==> config.mk <==
export PLATFORM = sky130hd
export DESIGN_NAME = pipeline_skid_register
export DESIGN_NICKNAME = d
export VERILOG_FILES = /design/src/rtl/pipeline_skid_register.sv
export SDC_FILE = /design/constraint.sdc
export NUM_CORES = 1
export LEC_CHECK = 0
export CAP_MARGIN = 20
export CELL_PAD_IN_SITES_DETAIL_PLACEMENT = 0
export CELL_PAD_IN_SITES_GLOBAL_PLACEMENT = 2
export CORE_MARGIN = 2
export CORE_UTILIZATION = 29
export DETAILED_ROUTE_END_ITERATION = 10
export PLACE_DENSITY = 0.81
export SYNTH_ARGS = -nofsm -noshare
export SYNTH_HDL_FRONTEND = slang
export SYNTH_SLANG_ARGS = --single-unit
==> constraint.sdc <==
create_clock -name clk -period 2.2 [get_ports clk]
set_input_delay 0.66 -clock clk [delete_from_list [all_inputs] [get_ports clk]]
set_output_delay 0.66 -clock clk [all_outputs]
set_load 0.005 [all_outputs]
==> src/rtl/pipeline_skid_register.sv <==
// Two-entry skid register for a valid/ready pipeline stage: full throughput with
// in_ready and out_valid driven straight from flops, so no ready path crosses the stage.
module pipeline_skid_register #(
    parameter int DATA_WIDTH           = 128,
    parameter int CTRL_WIDTH           = 22,
    parameter bit CTRL_CLEAR_ON_BUBBLE = 1'b1
) (
    input  logic                  clk,
    input  logic                  reset,
    input  logic                  flush,
    input  logic                  in_valid,
    output logic                  in_ready,
    input  logic [DATA_WIDTH-1:0] in_data,
    input  logic [CTRL_WIDTH-1:0] in_ctrl,
    output logic                  out_valid,
    input  logic                  out_ready,
    output logic [DATA_WIDTH-1:0] out_data,
    output logic [CTRL_WIDTH-1:0] out_ctrl,
    output logic [1:0]            occupancy
);

    // Encoding equals the number of held entries, so occupancy is the state itself.
    typedef enum logic [1:0] {
        EMPTY = 2'd0,
        ONE   = 2'd1,
        FULL  = 2'd2
    } state_e;

    state_e                state_q, state_d;
    logic [DATA_WIDTH-1:0] main_data_q, main_data_d;
    logic [CTRL_WIDTH-1:0] main_ctrl_q, main_ctrl_d;
    logic [DATA_WIDTH-1:0] skid_data_q, skid_data_d;
    logic [CTRL_WIDTH-1:0] skid_ctrl_q, skid_ctrl_d;
    logic                  in_ready_q, in_ready_d;
    logic                  out_valid_q, out_valid_d;
    logic                  in_xfer;
    logic                  out_xfer;

    assign in_xfer  = in_valid & in_ready_q;
    assign out_xfer = out_valid_q & out_ready;

    always_comb begin
        // NOTE: every _d takes its held value first so no path through this block can infer a latch.
        state_d     = state_q;
        main_data_d = main_data_q;
        main_ctrl_d = main_ctrl_q;
        skid_data_d = skid_data_q;
        skid_ctrl_d = skid_ctrl_q;

        if (flush) begin
            state_d = EMPTY;
        end else begin
            case (state_q)
                EMPTY: begin
                    if (in_xfer) begin
                        state_d     = ONE;
                        main_data_d = in_data;
                        main_ctrl_d = in_ctrl;
                    end
                end
                ONE: begin
                    if (in_xfer && !out_xfer) begin
                        state_d     = FULL;
                        skid_data_d = in_data;
                        skid_ctrl_d = in_ctrl;
                    end else if (out_xfer && !in_xfer) begin
                        state_d = EMPTY;
                    end else if (in_xfer && out_xfer) begin
                        main_data_d = in_data;
                        main_ctrl_d = in_ctrl;
                    end
                end
                FULL: begin
                    if (out_xfer) begin
                        state_d     = ONE;
                        main_data_d = skid_data_q;
                        main_ctrl_d = skid_ctrl_q;
                    end
                end
                default: state_d = EMPTY;
            endcase
        end

        // A bubble must never present write enables downstream.
        if (CTRL_CLEAR_ON_BUBBLE && state_d == EMPTY) begin
            main_ctrl_d = '0;
        end

        in_ready_d  = (state_d != FULL);
        out_valid_d = (state_d != EMPTY);
    end

    // NOTE: state flops use non-blocking assignment so every flop samples pre-edge values.
    always_ff @(posedge clk) begin
        if (reset) begin
            state_q     <= EMPTY;
            main_data_q <= '0;
            main_ctrl_q <= '0;
            skid_data_q <= '0;
            skid_ctrl_q <= '0;
            in_ready_q  <= 1'b1;
            out_valid_q <= 1'b0;
        end else begin
            state_q     <= state_d;
            main_data_q <= main_data_d;
            main_ctrl_q <= main_ctrl_d;
            skid_data_q <= skid_data_d;
            skid_ctrl_q <= skid_ctrl_d;
            in_ready_q  <= in_ready_d;
            out_valid_q <= out_valid_d;
        end
    end

    assign in_ready  = in_ready_q;
    assign out_valid = out_valid_q;
    assign out_data  = main_data_q;
    assign out_ctrl  = main_ctrl_q;
    assign occupancy = state_q;

endmodule

==> flow_summary.ini, run 1 <==
[place]
place_ws_ps = -297
gp_congestion = 0.767
port_buffers = 308
dpl.cell_count = 2164
dpl.hpwl_um = 26000
dpl-instance-area_um2 = 16500

[synthesis]
ys_ff_latch = 304
ys.warnings.count = 0
yosysSeqAreaShare_pct = 49.0
synth_area_um2 = 12400
synth_cell_types = 26
avgSynthCellArea_um2 = 9.00
syn_nets = 1535
syn-instance-count = 1380

[die]
pin_count = 309
num_rows = 75
die-area_um2 = 44500
start_util_pct = 29.5
core_area_um2 = 42100
dieWidth_um = 211
die_h_um = 211

[routing]
ant_nets = 0
post-route-drc-count = 0
wl_per_cell_um = 17.4
drt_first_pass_iters = 7
wl_um = 38700
via_count = 11069
drt_iter0_markers = 755
vias_per_cell = 4.97

[timing]
clock_skew_ps = 12.8
final.min_clock_period_ps = 2140
worst_slack_ps = 62.3
hold_viol_final = 0
fin_crit_sh_pct = 97.2
max_freq_ghz = 0.468
setup_violations = 0
rsz0062_at_grt = no
whs_ps = 451
maxSlewViolCount = 0
tightest_slew_ps = 497
relSlewSlack_pct = 66.9

[clocking]
clk_pin_slew_worst_paths_ps = 60
cts_sinks = 304
cts_inserted_buffers = 36
insertion_delay_ps = 530
cts-root-buf = clkbuf_16
h-tree-depth = 2
clockBufferDepth = 3
cts_tree = yes
ctsHoldBuffers = 0
post-cts-setup-buffer-count = 0

[cells_and_area]
n_fill_cell = 4124
num-nets-final = 1818
multiInputGateArea_um2 = 5640
ff_latch_area_um2 = 6090
fin_area_um2 = 17700
drive_gt1_share_pct = 8.96
syn2layout_area_growth_pct = 42.1
final_cells = 2225
diodes = 0

[pwr]
leakage_nw = 7.00
powerDensity_nw_per_um2 = 776
vdd_drop_max_mv = 0.405

[setup_path]
critPathCaptureType = primary output
worst_ep_required_time_ps = 1540
cp_slowest_stage_delay_ps = 550
path_delay_family = buffers and inverters
worstPathCellList = clkdlybuf4s50_1
critical_path_buf_inv_count = 1
critPathKind = flip-flop to primary output
slowest_stage = clkdlybuf4s50_1
critical_path_arrival_ps = 1480
startpoint_type = flip-flop
crit_fanout = 9

[global_routing]
grt_usage_pct = 17.1
antenna_found_initial = 2
grt_pass1_wl_um = 60900
grt_pass1_vias = 10684
grt_overflow = 0
grt_max_degree = 100

[run_status]
status = completed

[hold_path]
min_path_type = flip-flop to flip-flop

[run]
cap_violations = 0
layout make-up:
cell class                      count  share of cell area (%)
Clock inverter                      7                   0.638
Tap cell                          539                    3.82
Clock buffer                       54                    6.12
Multi-Input combinational cell    923                    31.9
Sequential cell                   304                    34.5
Inverter                            3                   0.106
Timing Repair Buffer              395                    22.9
path summary, 6_finish.rpt:
path	start	endpoint	slack [ps]	cells past startpoint
setup reg to reg	occupancy[1]$_SDFF_PP0_	out_data[42]$_SDFFE_PP0P_	480	6
hold reg to reg	skid_data_q[32]$_SDFFE_PP0P_	skid_data_q[32]$_SDFFE_PP0P_	450	2
setup / recovery	occupancy[0]$_SDFF_PP0_	occupancy[0]	60	1
hold / removal	skid_data_q[32]$_SDFFE_PP0P_	skid_data_q[32]$_SDFFE_PP0P_	450	2
cell usage in the layout (no fill, tap or decap), types with 2 or more instances in the layout:
cell and count:
dfxtp_1 301, clkbuf_8 10, buf_4 63, clkdlybuf4s50_1 306
a311oi_1 150, bufinv_16 3, a21oi_1 301, nor2_1 2
clkinv_2 3, nand2_1 304, dfxtp_4 2, buf_12 24
nand3_1 3, clkbuf_1 8, o21a_1 2, mux2i_1 150
inv_1 2, clkbuf_16 37
where the power goes:
| part | internal [mW] | switching, mW | leakage, nW |
|---|---|---|---|
| Clock | 3.72 | 2.31 | 0.584 |
| Combinational | 0.981 | 0.806 | 3.94 |
| Sequential | 5.74 | 0.147 | 2.48 |
| Total | 10.4 | 3.27 | 7.00 |
flip-flops by register name, indices dropped and copies added, names as in the netlist:
name and count:
occupancy 2, skid_data_q 128, out_ctrl 22, skid_ctrl_q 22, in_ready 1, out_valid 1, out_data 128
Yosys cell counts, drive strengths merged:
library cell | n | area [um2]
nand4b | 2 | 32.5
nor3 | 1 | 10.0
o21a | 2 | 15.0
a221o | 1 | 10.0
a311oi | 150 | 1310
nand3 | 3 | 15.0
inv | 3 | 11.3
a21oi | 301 | 1510
and2 | 1 | 6.26
buf | 62 | 385
mux2i | 150 | 1500
nand2b | 1 | 6.26
nand2 | 304 | 1140
o211ai | 1 | 12.5
nand4bb | 1 | 11.3
nor2 | 2 | 7.51
dfxtp | 304 | 6090
or2 | 1 | 6.26
nand4 | 1 | 6.26
or3 | 1 | 6.26
clkbuf | 88 | 334
logic make-up (layout without fill, tap and decap cells):
logic type	after synthesis	count (layout)	share of synthesized area [%]
compound gates	455	455	23.0
simple gates	318	318	10.1
flops	304	304	49.0
buf+inv	153	459	5.88
mux	150	150	12.1
metrics by stage:
| step | total power [mW] | setup TNS [ps] | util (%) |
|---|---|---|---|
| 4_1_cts | 13.9 | 0 | 41.9 |
| 6_report | 13.7 | 0 | 41.9 |
| 3_5_place_dp | 7.80 | -60500 | 39.1 |
| 2_1_floorplan | 6.72 | 0 | - |
| 5_1_grt | 14.3 | 0 | 41.9 |
| 3_3_place_gp | 7.78 | -54370 | 39.1 |
layer usage:
metal  track usage, %  wire (um)
met1             23.6      17900
met2             26.3      17200
met5                0         27
met3             4.48       2650
met4             5.22        813
repair_timing:
| item | CTS | global route |
|---|---|---|
| cloned | 0 | 0 |
| resized for setup | 5 | 1 |
| pin swaps | 0 | 0 |
| setup endpoints to repair | 4 | 1 |
| hold endpoints to repair | 0 | 0 |
No activity file was read; power rests on OpenSTA's default activity.
==> inputs of run 2 (changes only) <==
--- a/config.mk
+++ b/config.mk
@@ -8,7 +8,6 @@
 export CAP_MARGIN = 20
 export CELL_PAD_IN_SITES_DETAIL_PLACEMENT = 0
 export CELL_PAD_IN_SITES_GLOBAL_PLACEMENT = 2
-export CORE_MARGIN = 2
 export CORE_UTILIZATION = 29
 export DETAILED_ROUTE_END_ITERATION = 10
 export PLACE_DENSITY = 0.81
==> flow_summary.ini, run 2 (synthesized netlist as in run 1, its figures left out) <==
[die]
core_area_um2 = 42100
num_rows = 75
pin_count = 309
die-area_um2 = 43700
die_h_um = 209
start_util_pct = 29.5
dieWidth_um = 209

[pwr]
vdd_drop_max_mv = 0.620
internal-power_mw = 10.4
power.switching_mw = 3.29
p_seq_share_pct = 43.1
leakage_nw = 6.99
switching_share_pct = 24.1
p_clk_share_pct = 43.9
combPwrFrac_pct = 13.0
powerDensity_nw_per_um2 = 774

[timing]
fin_crit_sh_pct = 98.0
rsz0062_at_grt = no
setup_violations = 0
tightest_slew_ps = 584
worst_slack_ps = 44.5
relSlewSlack_pct = 61.1
final.min_clock_period_ps = 2160
maxSlewViolCount = 0
clock_skew_ps = 8.52
hold_viol_final = 0
max_freq_ghz = 0.464

[setup_path]
cp_slowest_stage_delay_ps = 570
critPathKind = flip-flop to primary output
worst_ep_required_time_ps = 1540
crit_fanout = 6
critical_path_arrival_ps = 1500
slowest_stage = clkdlybuf4s50_1
worstPathCellList = clkdlybuf4s50_1
path_delay_family = buffers and inverters
startpoint_type = flip-flop
critPathCaptureType = primary output
critical_path_buf_inv_count = 1

[clocking]
cts_inserted_buffers = 37
post-cts-setup-buffer-count = 0
ctsHoldBuffers = 0
cts_sinks = 304
insertion_delay_ps = 520
clockBufferDepth = 3
cts-root-buf = clkbuf_16
cts_tree = yes
h-tree-depth = 2
clk_pin_slew_worst_paths_ps = 60

[place]
place_ws_ps = -300
port_buffers = 308
dpl.hpwl_um = 25200
dpl-instance-area_um2 = 16400
dpl.cell_count = 2155
gp_congestion = 0.780

[routing]
post-route-drc-count = 0
via_count = 11054
ant_nets = 0
wl_um = 38600
wl_per_cell_um = 17.4
drt_first_pass_iters = 4
vias_per_cell = 4.98
drt_iter0_markers = 663

[global_routing]
grt_overflow = 0
grt_pass1_wl_um = 60500
grt_max_degree = 117
grt_pass1_vias = 10438
grt_usage_pct = 17.3
antenna_found_initial = 1

[cells_and_area]
layout_common_cells = 305 x clkdlybuf4s50_1, 304 x nand2_1, 301 x a21oi_1
final_common_cell = clkdlybuf4s50_1
final_cells = 2221
num-nets-final = 1810
utilization_pct = 41.9
drive_gt1_share_pct = 8.80
fin_area_um2 = 17700
syn2layout_area_growth_pct = 42.1

[run]
cap_violations = 0

[hold_path]
min_path_type = input port to flip-flop

[run_status]
status = completed
==> run 2: power by group through the flow <==
stage | sequential, mW | combinational, mW | clock [mW]
floorplan | 5.98 | 0.742 | 0
global placement | 6.00 | 1.77 | 0
detailed placement | 6.00 | 1.78 | 0
CTS | 5.89 | 1.79 | 6.23
global route | 5.91 | 1.93 | 6.45
finish | 5.89 | 1.77 | 6.00
==> run 2: stage by stage <==
| step | TNS, ps | power, mW | hold slack, ps |
|---|---|---|---|
| 2_1_floorplan | 0 | 6.72 | 436 |
| 3_3_place_gp | -57500 | 7.77 | 441 |
| 3_5_place_dp | -64670 | 7.79 | 446 |
| 4_1_cts | 0 | 13.9 | 400 |
| 5_1_grt | 0 | 14.3 | 414 |
| 6_report | 0 | 13.7 | 425 |
==> run 2: routing by layer <==
metal	wire length, um	GRT usage, %
met1	18200	24.0
met2	17100	26.4
met3	2680	4.58
met4	636	4.61
met5	0	0
==> run 2: worst paths after layout <==
path                                      from                      endpoint  slack (ps)  depth (start not counted)
hold / removal                           reset  skid_data_q[96]$_SDFFE_PP0P_         430                          2
setup reg to reg       occupancy[1]$_SDFF_PP0_  skid_data_q[22]$_SDFFE_PP0P_         450                          6
hold reg to reg   skid_data_q[54]$_SDFFE_PP0P_  skid_data_q[54]$_SDFFE_PP0P_         450                          2
setup / recovery           in_ready$_SDFF_PP1_                      in_ready          40                          1
==> run 2: layout make-up <==
| class | count | area, um2 |
|---|---|---|
| Clock buffer | 54 | 1090 |
| Antenna cell | 1 | 2.50 |
| Clock inverter | 11 | 108 |
| Timing Repair Buffer | 386 | 4030 |
| Sequential cell | 304 | 6090 |
| Fill cell | 4133 | 24500 |
| Multi-Input combinational cell | 923 | 5640 |
| Tap cell | 539 | 674 |
| Inverter | 3 | 18.8 |
==> run 2: what timing repair did <==
action	in CTS	in global routing
endpoints found under the setup margin	3	1
hold endpoints to repair	0	0
resized for setup	5	1
==> inputs of run 3 (changes only) <==
--- a/config.mk
+++ b/config.mk
@@ -11,6 +11,7 @@
 export CORE_UTILIZATION = 29
 export DETAILED_ROUTE_END_ITERATION = 10
 export PLACE_DENSITY = 0.81
+export SKIP_CTS_REPAIR_TIMING = 1
 export SYNTH_ARGS = -nofsm -noshare
 export SYNTH_HDL_FRONTEND = slang
 export SYNTH_SLANG_ARGS = --single-unit
==> flow_summary.ini, run 3 (synthesized netlist as in run 1, its figures left out) <==
[cells_and_area]
final_common_cell = clkdlybuf4s50_1
multiInputGateArea_um2 = 5640
n_fill_cell = 4133
utilization_pct = 41.9
layout_common_cells = 305 x clkdlybuf4s50_1, 304 x nand2_1, 301 x a21oi_1
final_cells = 2221
syn2layout_area_growth_pct = 42.1
num-nets-final = 1810
drive_gt1_share_pct = 8.80
fin_area_um2 = 17700
ff_latch_area_um2 = 6090

[global_routing]
grt_use_met3_pct = 4.58
grt_pass1_vias = 10438
met2_usage_pct = 26.4
antenna_found_initial = 1
grt_max_degree = 117
grt_overflow = 0
grt_pass1_wl_um = 60500
busiest_layer = met2
grt_usage_pct = 17.3
use_met1_pct = 24.0

[pwr]
vdd_drop_max_mv = 0.620
powerDensity_nw_per_um2 = 774
leakage_nw = 7.02

[routing]
wl_per_cell_um = 17.4
vias_per_cell = 4.98
drt_iter0_markers = 662
wl_um = 38600
ant_nets = 0
post-route-drc-count = 0
drt_first_pass_iters = 4
via_count = 11064

[clocking]
cts_inserted_buffers = 37
clk_pin_slew_worst_paths_ps = 60
clockBufferDepth = 3
insertion_delay_ps = 520
cts-root-buf = clkbuf_16
cts_tree = yes
cts_sinks = 304
h-tree-depth = 2

[setup_path]
critPathKind = flip-flop to primary output
startpoint_type = flip-flop
critical_path_arrival_ps = 1500
cp_slowest_stage_delay_ps = 570
slowest_stage = clkdlybuf4s50_1
worst_ep_required_time_ps = 1540
worstPathCellList = clkdlybuf4s50_1
path_delay_family = buffers and inverters
crit_fanout = 6
critical_path_buf_inv_count = 1
critPathCaptureType = primary output

[timing]
clock_skew_ps = 8.50
whs_ps = 425
worst_slack_ps = 44.4
max_freq_ghz = 0.464
fin_crit_sh_pct = 98.0
relSlewSlack_pct = 61.1
hold_viol_final = 0
tightest_slew_ps = 584
maxSlewViolCount = 0
final.min_clock_period_ps = 2160
setup_violations = 0
rsz0062_at_grt = no

[die]
die-area_um2 = 43700
core_area_um2 = 42100
start_util_pct = 29.5
die_h_um = 209
num_rows = 75
dieWidth_um = 209
pin_count = 309

[run]
cap_violations = 0

[place]
dpl-instance-area_um2 = 16400
port_buffers = 308
gp_congestion = 0.780
dpl.cell_count = 2155
dpl.hpwl_um = 25200
place_ws_ps = -300

[run_status]
status = completed

[hold_path]
min_path_type = input port to flip-flop
[run 3: cell types whose count changed in the layout (fill, tap and decap cells not counted)]
cell | previous run | this run
dlymetal6s2s_1 | 0 | 2
dlygate4sd2_1 | 2 | 0
[run 3: area by class of cell]
cell class / instances / area share [%]
Sequential cell: 304 / 34.5
Multi-Input combinational cell: 923 / 31.9
Timing Repair Buffer: 386 / 22.9
Clock buffer: 54 / 6.17
Tap cell: 539 / 3.82
Clock inverter: 11 / 0.609
Inverter: 3 / 0.106
Antenna cell: 1 / 0.0142
[run 3: final timing paths]
path	start	end	slack [ps]	depth (start not counted)
hold / removal	reset	skid_data_q[96]$_SDFFE_PP0P_	430	2
setup reg to reg	occupancy[1]$_SDFF_PP0_	skid_data_q[22]$_SDFFE_PP0P_	450	6
hold reg to reg	skid_data_q[54]$_SDFFE_PP0P_	skid_data_q[54]$_SDFFE_PP0P_	450	2
setup / recovery	in_ready$_SDFF_PP1_	in_ready	40	1
[run 3: metrics by stage]
step / setup TNS (ps) / power (mW)
2_1_floorplan: 0 / 6.72
3_3_place_gp: -57500 / 7.77
3_5_place_dp: -64670 / 7.79
4_1_cts: -431 / 13.9
5_1_grt: 0 / 14.3
6_report: 0 / 13.7
[run 3: power breakdown]
part / internal, mW / total, mW / switching, mW
logic: 0.976 / 1.77 / 0.799
clock network: 3.66 / 6.01 / 2.35
registers: 5.74 / 5.89 / 0.147
[run 3: per-layer routing]
| metal | up-vias | share of wire, % |
|---|---|---|
| li1 | 5545 | - |
| met1 | 5187 | 47 |
| met2 | 291 | 44 |
| met3 | 41 | 7.0 |
| met4 | 0 | 1.6 |
| met5 | - | 0 |
